## src/rtl/muldiv_pkg.sv

```systemverilog
// Shared types and op-decode helpers for the RV64M multiply/divide unit.
// Optional early-out build: MULDIV_EARLY_OUT_EN.
package muldiv_pkg;

    typedef enum logic [2:0] {
        MUL    = 3'b000,
        MULH   = 3'b001,
        MULHSU = 3'b010,
        MULHU  = 3'b011,
        DIV    = 3'b100,
        DIVU   = 3'b101,
        REM    = 3'b110,
        REMU   = 3'b111
    } muldiv_op_e;

    typedef enum logic [1:0] {
        IDLE = 2'd0,
        CALC = 2'd1,
        DONE = 2'd2
    } muldiv_state_e;

    function automatic logic is_div(muldiv_op_e op);
        logic [2:0] c;
        c = op;
        return c[2];
    endfunction

    function automatic logic is_rem(muldiv_op_e op);
        logic [2:0] c;
        c = op;
        return c[2] & c[1];
    endfunction

    function automatic logic is_mulh(muldiv_op_e op);
        logic [2:0] c;
        c = op;
        return !c[2] && (c[1:0] != 2'b00);
    endfunction

    function automatic logic a_signed(muldiv_op_e op);
        return (op == MULH) || (op == MULHSU) || (op == DIV) || (op == REM);
    endfunction

    function automatic logic b_signed(muldiv_op_e op);
        return (op == MULH) || (op == DIV) || (op == REM);
    endfunction

endpackage

```

## src/rtl/muldiv_if.sv

```systemverilog
// Request/response bundle between the decode path, the unit and writeback.
// master drives requests and out_ready; slave is the unit.
interface muldiv_if
    import muldiv_pkg::*;
#(
    parameter int XLEN  = 64,
    parameter int TAG_W = 5
) ();

    logic             in_valid;
    logic             in_ready;
    muldiv_op_e       in_op;
    logic [XLEN-1:0]  in_a;
    logic [XLEN-1:0]  in_b;
    logic [TAG_W-1:0] in_tag;
    logic             out_valid;
    logic             out_ready;
    logic [XLEN-1:0]  out_result;
    logic [TAG_W-1:0] out_tag;

    modport master (
        output in_valid, in_op, in_a, in_b, in_tag, out_ready,
        input  in_ready, out_valid, out_result, out_tag
    );

    modport slave (
        input  in_valid, in_op, in_a, in_b, in_tag, out_ready,
        output in_ready, out_valid, out_result, out_tag
    );

endinterface

```

## src/rtl/muldiv_sign_fix.sv

```systemverilog
// Sign handling around the unsigned iterative core: OUT_SIDE=0 takes operand
// magnitudes, OUT_SIDE=1 re-applies signs and selects the architected result.
module muldiv_sign_fix
    import muldiv_pkg::*;
#(
    parameter int XLEN     = 64,
    parameter bit OUT_SIDE = 1'b0
) (
    input  muldiv_op_e        op_i,
    input  logic [XLEN-1:0]   a_i,
    input  logic [XLEN-1:0]   b_i,
    input  logic [2*XLEN-1:0] prod_i,
    input  logic              a_neg_i,
    input  logic              b_neg_i,
    input  logic              div0_i,
    output logic [XLEN-1:0]   a_o,
    output logic [XLEN-1:0]   b_o,
    output logic              a_neg_o,
    output logic              b_neg_o,
    output logic              div0_o
);

    generate
        if (!OUT_SIDE) begin : g_in
            logic unused_in;
            assign unused_in = ^{prod_i, a_neg_i, b_neg_i, div0_i};

            always_comb begin
                a_neg_o = a_signed(op_i) && a_i[XLEN-1];
                b_neg_o = b_signed(op_i) && b_i[XLEN-1];
                a_o     = a_neg_o ? -a_i : a_i;
                b_o     = b_neg_o ? -b_i : b_i;
                div0_o  = is_div(op_i) && (b_i == '0);
            end
        end else begin : g_out
            logic [2*XLEN-1:0] prod_fix;
            logic [XLEN-1:0]   quo_fix;
            logic [XLEN-1:0]   rem_fix;

            always_comb begin
                prod_fix = (a_neg_i ^ b_neg_i) ? -prod_i : prod_i;
                // x/0 must stay all ones even for a negative dividend
                quo_fix  = ((a_neg_i ^ b_neg_i) && !div0_i) ? -a_i : a_i;
                rem_fix  = a_neg_i ? -b_i : b_i;
                a_o      = '0;
                b_o      = '0;
                a_neg_o  = 1'b0;
                b_neg_o  = 1'b0;
                div0_o   = 1'b0;
                unique case (1'b1)
                    op_i == MUL:                   a_o = prod_fix[XLEN-1:0];
                    is_mulh(op_i):                 a_o = prod_fix[2*XLEN-1:XLEN];
                    is_div(op_i) && !is_rem(op_i): a_o = quo_fix;
                    is_rem(op_i):                  a_o = rem_fix;
                    default:                       a_o = '0;
                endcase
            end
        end
    endgenerate

endmodule

```

## src/rtl/muldiv_unit.sv

```systemverilog
// Iterative RV64M multiply/divide unit: shift-add multiply, restoring divide.
// Define MULDIV_EARLY_OUT_EN to finish zero/overflow cases on the accept edge.
module muldiv_unit
    import muldiv_pkg::*;
#(
    parameter int XLEN  = 64,
    parameter int TAG_W = 5
) (
    input  logic     clk,
    input  logic     rst,
    input  logic     flush,
    muldiv_if.slave  bus
);

    localparam int CW = $clog2(XLEN);

    muldiv_state_e     state_q, state_d;
    muldiv_op_e        op_q, op_d;
    logic [TAG_W-1:0]  tag_q, tag_d;
    logic              a_neg_q, a_neg_d;
    logic              b_neg_q, b_neg_d;
    logic              div0_q, div0_d;
    logic [CW-1:0]     cnt_q, cnt_d;
    logic [2*XLEN-1:0] acc_q, acc_d;
    logic [XLEN-1:0]   opnd_q, opnd_d;
    logic [XLEN-1:0]   res_q, res_d;

    logic              in_ready;
    logic              accept;
    logic [XLEN-1:0]   abs_a, abs_b;
    logic              in_a_neg, in_b_neg, in_div0;
    logic [XLEN:0]     mul_sum;
    logic [XLEN:0]     rem_sh, rem_diff;
    logic [2*XLEN-1:0] acc_step;
    logic [XLEN-1:0]   fix_res;
    logic [XLEN-1:0]   unused_b;
    logic              unused_an, unused_bn, unused_d0;

    assign in_ready       = (state_q == IDLE) && !rst;
    assign accept         = bus.in_valid && in_ready && !flush;
    assign bus.in_ready   = in_ready;
    assign bus.out_valid  = (state_q == DONE);
    assign bus.out_result = res_q;
    assign bus.out_tag    = tag_q;

    muldiv_sign_fix #(.XLEN(XLEN), .OUT_SIDE(1'b0)) u_fix_in (
        .op_i    (bus.in_op),
        .a_i     (bus.in_a),
        .b_i     (bus.in_b),
        .prod_i  ('0),
        .a_neg_i (1'b0),
        .b_neg_i (1'b0),
        .div0_i  (1'b0),
        .a_o     (abs_a),
        .b_o     (abs_b),
        .a_neg_o (in_a_neg),
        .b_neg_o (in_b_neg),
        .div0_o  (in_div0)
    );

    // Low half of acc: multiplier / quotient; high half: partial product / remainder
    always_comb begin
        mul_sum  = {1'b0, acc_q[2*XLEN-1:XLEN]}
                 + (acc_q[0] ? {1'b0, opnd_q} : '0);
        rem_sh   = {acc_q[2*XLEN-1:XLEN], acc_q[XLEN-1]};
        rem_diff = rem_sh - {1'b0, opnd_q};
        if (!is_div(op_q)) begin
            acc_step = {mul_sum, acc_q[XLEN-1:1]};
        end else if (rem_diff[XLEN]) begin
            acc_step = {rem_sh[XLEN-1:0], acc_q[XLEN-2:0], 1'b0};
        end else begin
            acc_step = {rem_diff[XLEN-1:0], acc_q[XLEN-2:0], 1'b1};
        end
    end

    muldiv_sign_fix #(.XLEN(XLEN), .OUT_SIDE(1'b1)) u_fix_out (
        .op_i    (op_q),
        .a_i     (acc_step[XLEN-1:0]),
        .b_i     (acc_step[2*XLEN-1:XLEN]),
        .prod_i  (acc_step),
        .a_neg_i (a_neg_q),
        .b_neg_i (b_neg_q),
        .div0_i  (div0_q),
        .a_o     (fix_res),
        .b_o     (unused_b),
        .a_neg_o (unused_an),
        .b_neg_o (unused_bn),
        .div0_o  (unused_d0)
    );

`ifdef MULDIV_EARLY_OUT_EN
    logic            early;
    logic [XLEN-1:0] early_res;

    always_comb begin
        logic ovf;
        logic mz;
        ovf = is_div(bus.in_op) && a_signed(bus.in_op)
            && (bus.in_a == {1'b1, {(XLEN-1){1'b0}}})
            && (bus.in_b == '1);
        mz  = !is_div(bus.in_op)
            && ((bus.in_a == '0) || (bus.in_b == '0));
        early     = in_div0 || ovf || mz;
        early_res = '0;
        if (in_div0) begin
            early_res = is_rem(bus.in_op) ? bus.in_a : '1;
        end else if (ovf) begin
            early_res = is_rem(bus.in_op) ? '0 : bus.in_a;
        end
    end
`endif

    always_comb begin
        state_d = state_q;
        op_d    = op_q;
        tag_d   = tag_q;
        a_neg_d = a_neg_q;
        b_neg_d = b_neg_q;
        div0_d  = div0_q;
        cnt_d   = cnt_q;
        acc_d   = acc_q;
        opnd_d  = opnd_q;
        res_d   = res_q;
        unique case (state_q)
            IDLE: begin
                if (accept) begin
                    state_d = CALC;
                    op_d    = bus.in_op;
                    tag_d   = bus.in_tag;
                    a_neg_d = in_a_neg;
                    b_neg_d = in_b_neg;
                    div0_d  = in_div0;
                    cnt_d   = CW'(XLEN - 1);
                    acc_d   = is_div(bus.in_op)
                            ? {{XLEN{1'b0}}, abs_a}
                            : {{XLEN{1'b0}}, abs_b};
                    opnd_d  = is_div(bus.in_op) ? abs_b : abs_a;
`ifdef MULDIV_EARLY_OUT_EN
                    if (early) begin
                        state_d = DONE;
                        res_d   = early_res;
                    end
`endif
                end
            end
            CALC: begin
                acc_d = acc_step;
                if (cnt_q == '0) begin
                    state_d = DONE;
                    res_d   = fix_res;
                end else begin
                    cnt_d = cnt_q - 1'b1;
                end
            end
            DONE: begin
                if (bus.out_ready) begin
                    state_d = IDLE;
                end
            end
            default: state_d = IDLE;
        endcase
        if (flush) begin
            state_d = IDLE;
        end
    end

    always_ff @(posedge clk) begin
        if (rst) begin
            state_q <= IDLE;
            op_q    <= MUL;
            tag_q   <= '0;
            a_neg_q <= 1'b0;
            b_neg_q <= 1'b0;
            div0_q  <= 1'b0;
            cnt_q   <= '0;
            acc_q   <= '0;
            opnd_q  <= '0;
            res_q   <= '0;
        end else begin
            state_q <= state_d;
            op_q    <= op_d;
            tag_q   <= tag_d;
            a_neg_q <= a_neg_d;
            b_neg_q <= b_neg_d;
            div0_q  <= div0_d;
            cnt_q   <= cnt_d;
            acc_q   <= acc_d;
            opnd_q  <= opnd_d;
            res_q   <= res_d;
        end
    end

endmodule

```

## src/flat_wrapper.sv

```systemverilog
// flat-port wrapper written by rule: the top's interface ports become plain ports
module muldiv_unit_flat import muldiv_pkg::*;
#(
    parameter int XLEN  = 64,
    parameter int TAG_W = 5
)
  (clk, rst, flush, bus_in_valid, bus_in_op, bus_in_a, bus_in_b, bus_in_tag, bus_out_ready, bus_in_ready, bus_out_valid, bus_out_result, bus_out_tag);
  muldiv_if #(.XLEN(XLEN), .TAG_W(TAG_W)) bus_i ();
  input  logic clk;
  input  logic rst;
  input  logic flush;
  input wire logic [$bits(bus_i.in_valid)-1:0] bus_in_valid;
  input wire logic [$bits(bus_i.in_op)-1:0] bus_in_op;
  input wire logic [$bits(bus_i.in_a)-1:0] bus_in_a;
  input wire logic [$bits(bus_i.in_b)-1:0] bus_in_b;
  input wire logic [$bits(bus_i.in_tag)-1:0] bus_in_tag;
  input wire logic [$bits(bus_i.out_ready)-1:0] bus_out_ready;
  output wire logic [$bits(bus_i.in_ready)-1:0] bus_in_ready;
  output wire logic [$bits(bus_i.out_valid)-1:0] bus_out_valid;
  output wire logic [$bits(bus_i.out_result)-1:0] bus_out_result;
  output wire logic [$bits(bus_i.out_tag)-1:0] bus_out_tag;
  assign bus_i.in_valid = bus_in_valid;
  assign bus_i.in_op = bus_in_op;
  assign bus_i.in_a = bus_in_a;
  assign bus_i.in_b = bus_in_b;
  assign bus_i.in_tag = bus_in_tag;
  assign bus_i.out_ready = bus_out_ready;
  assign bus_in_ready = bus_i.in_ready;
  assign bus_out_valid = bus_i.out_valid;
  assign bus_out_result = bus_i.out_result;
  assign bus_out_tag = bus_i.out_tag;
  muldiv_unit #(.XLEN(XLEN), .TAG_W(TAG_W)) u_core (.clk(clk), .rst(rst), .flush(flush), .bus(bus_i));
endmodule
```

## config.mk

```make
export PLATFORM = sky130hd
export DESIGN_NAME = muldiv_unit_flat
export DESIGN_NICKNAME = d
export VERILOG_FILES = /design/src/rtl/muldiv_pkg.sv /design/src/rtl/muldiv_if.sv /design/src/rtl/muldiv_sign_fix.sv /design/src/rtl/muldiv_unit.sv /design/src/flat_wrapper.sv
export SDC_FILE = /design/constraint.sdc
export NUM_CORES = 2
export LEC_CHECK = 0
export CORE_AREA = 2 2 217 433
export CTS_CLUSTER_DIAMETER = 80
export DETAILED_ROUTE_END_ITERATION = 7
export DIE_AREA = 0 0 219 435
export GPL_TIMING_DRIVEN = 0
export HOLD_SLACK_MARGIN = 0.08
export PLACE_DENSITY = 0.53
export SYNTH_ARGS = -nofsm -noshare
export SYNTH_HDL_FRONTEND = slang
export SYNTH_SLANG_ARGS = --single-unit
```

## constraint.sdc

```tcl
create_clock -name clk -period 6.62 [get_ports clk]
set_input_delay 0.993 -clock clk [delete_from_list [all_inputs] [get_ports clk]]
set_output_delay 0.993 -clock clk [all_outputs]
set_load 0.03 [all_outputs]
```

==> results.sh <==
export IMPL_critPathMaxFanout=10
export IMPL_ys_top_cells_by_area="dfxtp_1 (17%), a21oi_1 (7.5%), nor2_1 (6.6%)"
export IMPL_firstDrtPassIters=6
export IMPL_setup_viol=13
export IMPL_vias=40830
export IMPL_hp_class="flip-flop to flip-flop"
export IMPL_numPortBuffers=210
export IMPL_required_ns=7.15
export IMPL_grt_overflow_total=0
export IMPL_cts_tree="built"
export IMPL_slew_viol_final=0
export IMPL_antenna_left=0
export IMPL_irDropWorstVdd_v=0.0002100
export IMPL_wl_per_cell_microns=36.15
export IMPL_seqPwrFrac=0.288
export IMPL_drive_above_1_share=0.09286
export IMPL_routed_wl_microns=223700
export IMPL_ios=212
export IMPL_clock_latency_ns=0.69
export IMPL_core_area_sq_um=92120
export IMPL_postSynthCellCount=4649
export IMPL_place_inst=6068
export IMPL_clk_pin_slew_ns=0.08
export IMPL_sw_frac_of_total=0.4422
export IMPL_dr_first_iter_drc_count=5087
export IMPL_power_leakage_nw=14.12
export IMPL_grt_util_met1=0.5212
export IMPL_rsz0062_at_grt="true"
export IMPL_combPwrFrac=0.406
export IMPL_synthFlopType="dfxtp_1"
export IMPL_ys_ff_latch=275
export IMPL_yosys_top_cells_count="nor2_1 (565), nand2_1 (505), a21oi_1 (476)"
export IMPL_synth_top_area_frac=0.1725
export IMPL_die_x_microns=219
export IMPL_fin_setup_tns_ns=-0.6581
export IMPL_cp_arrival_ns=7.26
export IMPL_cts_sinks=275
export IMPL_busiest_layer="met2"
export IMPL_synth_most_common_cell="nor2_1"
export IMPL_async_reset_ff_frac=0
export IMPL_synth_top_cell_by_area="dfxtp_1"
export IMPL_finalHoldViolCount=0
export IMPL_fin_ws_ns=-0.1086
export IMPL_antenna_found_initial=10
export IMPL_netlist_cell_type_count=118
export IMPL_stdcell_count=6188
export IMPL_clock_fmax_ghz=0.1486
export IMPL_syn_area_sq_um=31920
export IMPL_crit_type="flip-flop to flip-flop"
export IMPL_power_density_nw_per_um2=162.5
export IMPL_grt_pass1_wl_microns=305800
export IMPL_worst_pin_slew_ns=1.466
export IMPL_rr_startpoint="u_core.op_q[2]"
export IMPL_dieArea_sq_um=95270
export IMPL_cts_buffers=31
export IMPL_crit_start="u_core.op_q[2]"
export IMPL_htree_levels=1
export IMPL_grt_max_degree=17
export IMPL_syn_to_final_growth_pct=19.65
export IMPL_met2_usage=0.6868
export IMPL_synth_edff_count=0
export IMPL_synth_avg_cell_area_sq_um=6.866
export IMPL_clkPwrFrac=0.306
export IMPL_p_int_mw=3.462
export IMPL_end_kind="flip-flop"
export IMPL_fin_crit_sh=1.016
export IMPL_status="finished, violations left"
export IMPL_root_buffer="clkbuf_16"
export IMPL_fin_skew_ns=0.02287
export IMPL_rows=158
export IMPL_fin_crit_ns=6.729
export IMPL_die_y_microns=435
export IMPL_grt_util_met3=0.09071
export IMPL_globalplace_congestion=1.073
export IMPL_synth_yosys_warnings=0
export IMPL_nets=5227
export IMPL_drv_cap=0
export IMPL_violations="negative setup slack"
export IMPL_dp_hpwl_microns=185800
export IMPL_min_from="u_core.bus.out_tag[1]"
export IMPL_initial_utilization=0.3465
export IMPL_slew_headroom=0.02276
export IMPL_track_usage=0.4570
export IMPL_drt_vias_per_instance=6.599
export IMPL_yosysSeqAreaShare=0.1725
export IMPL_switchingPower_mw=2.744
export IMPL_drcViolationCount=0
export IMPL_clk_path_buf_depth=3
export IMPL_cp_start_kind="flip-flop"
export IMPL_grt_pass1_vias=37990
export IMPL_synth_fp_nets=4926
## per-layer routing
metal	vias up	routed length (microns)
li1	17800	-
met1	19790	80660
met2	2484	96250
met3	753	18100
met4	8	28610
met5	-	58
## stage by stage
step                      instance area (sq um)  total power, mW  hold slack [ns]  utilization  worst slack (ns)
after floorplan                           31920            3.006           0.4403            -            0.8343
after global placement                    35520            4.058           0.4490       0.3856            -3.881
after detailed placement                  35620            4.057           0.4515       0.3866            -3.673
after CTS                                 37650            6.022           0.4581       0.4087          0.002314
after global routing                      38160            6.321           0.4881       0.4142          -0.06599
final                                     38190            6.206           0.4549       0.4146           -0.1086
## cell type report
cell class	instances	area, sq um
antenna	13	32.53
inverter	110	416.7
fill	9956	53930
clock inverter	23	256.5
tap	1200	1501
buffer	310	1410
clock buffer	35	800.8
sequential	275	5553
timing repair buffer	271	2613
multi-input combinational	3951	25610
## cell usage in the layout (no fill, tap or decap), types with 30 or more instances in the layout
master | synthesis | layout
nor2_1 | 565 | 558
nand2_1 | 505 | 501
a21oi_1 | 476 | 468
o21ai_0 | 281 | 264
dfxtp_1 | 275 | 249
clkbuf_1 | 225 | 211
clkdlybuf4s50_1 | 0 | 210
xnor2_1 | 177 | 175
xor2_1 | 135 | 134
ha_1 | 134 | 132
nor3_1 | 126 | 117
inv_1 | 109 | 108
and2_1 | 102 | 102
a31oi_1 | 102 | 99
nand3_1 | 95 | 91
a211oi_1 | 97 | 89
o211ai_1 | 75 | 75
mux2i_1 | 75 | 72
nand4_1 | 70 | 70
a21o_1 | 70 | 70
buf_4 | 6 | 69
or3_1 | 55 | 55
o31ai_1 | 54 | 51
nor4_1 | 59 | 49
a221oi_1 | 53 | 48
nand2b_1 | 39 | 38
mux2_2 | 34 | 34
o21a_1 | 34 | 34
clkbuf_16 | 0 | 31
o21ai_1 | 16 | 30
and3_1 | 31 | 30
## registers in the layout (all words and copies together) (netlist names)
name / flops
u_core.op_q: 3
u_core.div0_q: 1
u_core.bus.out_tag: 5
u_core.acc_q: 128
u_core.state_q: 2
u_core.bus.out_result: 64
u_core.a_neg_q: 1
u_core.b_neg_q: 1
u_core.cnt_q: 6
u_core.opnd_q: 64
## critical path: stages (launching register included)
cell and delay [ns]:
dfxtp_1 0.44, buf_2 0.32, buf_4 0.27, buf_2 0.37, buf_4 0.36, buf_4 0.34
clkbuf_8 0.34, buf_4 0.32, buf_4 0.36, buf_6 0.30, buf_4 0.30, clkdlybuf4s15_2 0.67
mux2i_1 0.30, o311ai_0 1.08, o21ai_0 0.23, a211oi_1 0.41, nor3_1 0.08
## worst paths after layout
| check | end | slack [ns] | depth (start not counted) |
|---|---|---|---|
| setup / recovery | u_core.bus.out_result[5] | -0.11 | 16 |
| setup reg to reg | u_core.bus.out_result[5] | -0.11 | 16 |
| hold reg to reg | u_core.bus.out_tag[1] | 0.45 | 2 |
| hold / removal | u_core.bus.out_tag[1] | 0.45 | 2 |
## timing repair
item / 4_1_cts / 5_1_grt
setup endpoints to repair: 90 / 61
gates resized for setup: 171 / 88
buffers inserted: 30 / 22
pin swaps: 20 / 22
hold buffers: 0 / 0
gates cloned: 0 / 0
endpoints found under the hold margin: 0 / 0
## power groups by stage
stage / registers [mW] / logic (mW) / clock network (mW)
floorplan: 1.79 / 1.22 / 0
global placement: 1.82 / 2.24 / 0
detailed placement: 1.82 / 2.24 / 0
CTS: 1.78 / 2.36 / 1.88
global route: 1.79 / 2.59 / 1.95
finish: 1.79 / 2.52 / 1.90
## kinds of logic after synthesis
| kind of cell | count (synthesis) | synth area share |
|---|---|---|
| mux | 109 | 0.03552 |
| simple gates | 1808 | 0.2715 |
| compound gates | 1586 | 0.3275 |
| buf+inv | 423 | 0.05359 |
| fa+ha+maj | 136 | 0.05378 |
| flops | 275 | 0.1725 |
| xor+xnor | 312 | 0.08561 |
Power figures use the tool's default switching activity.
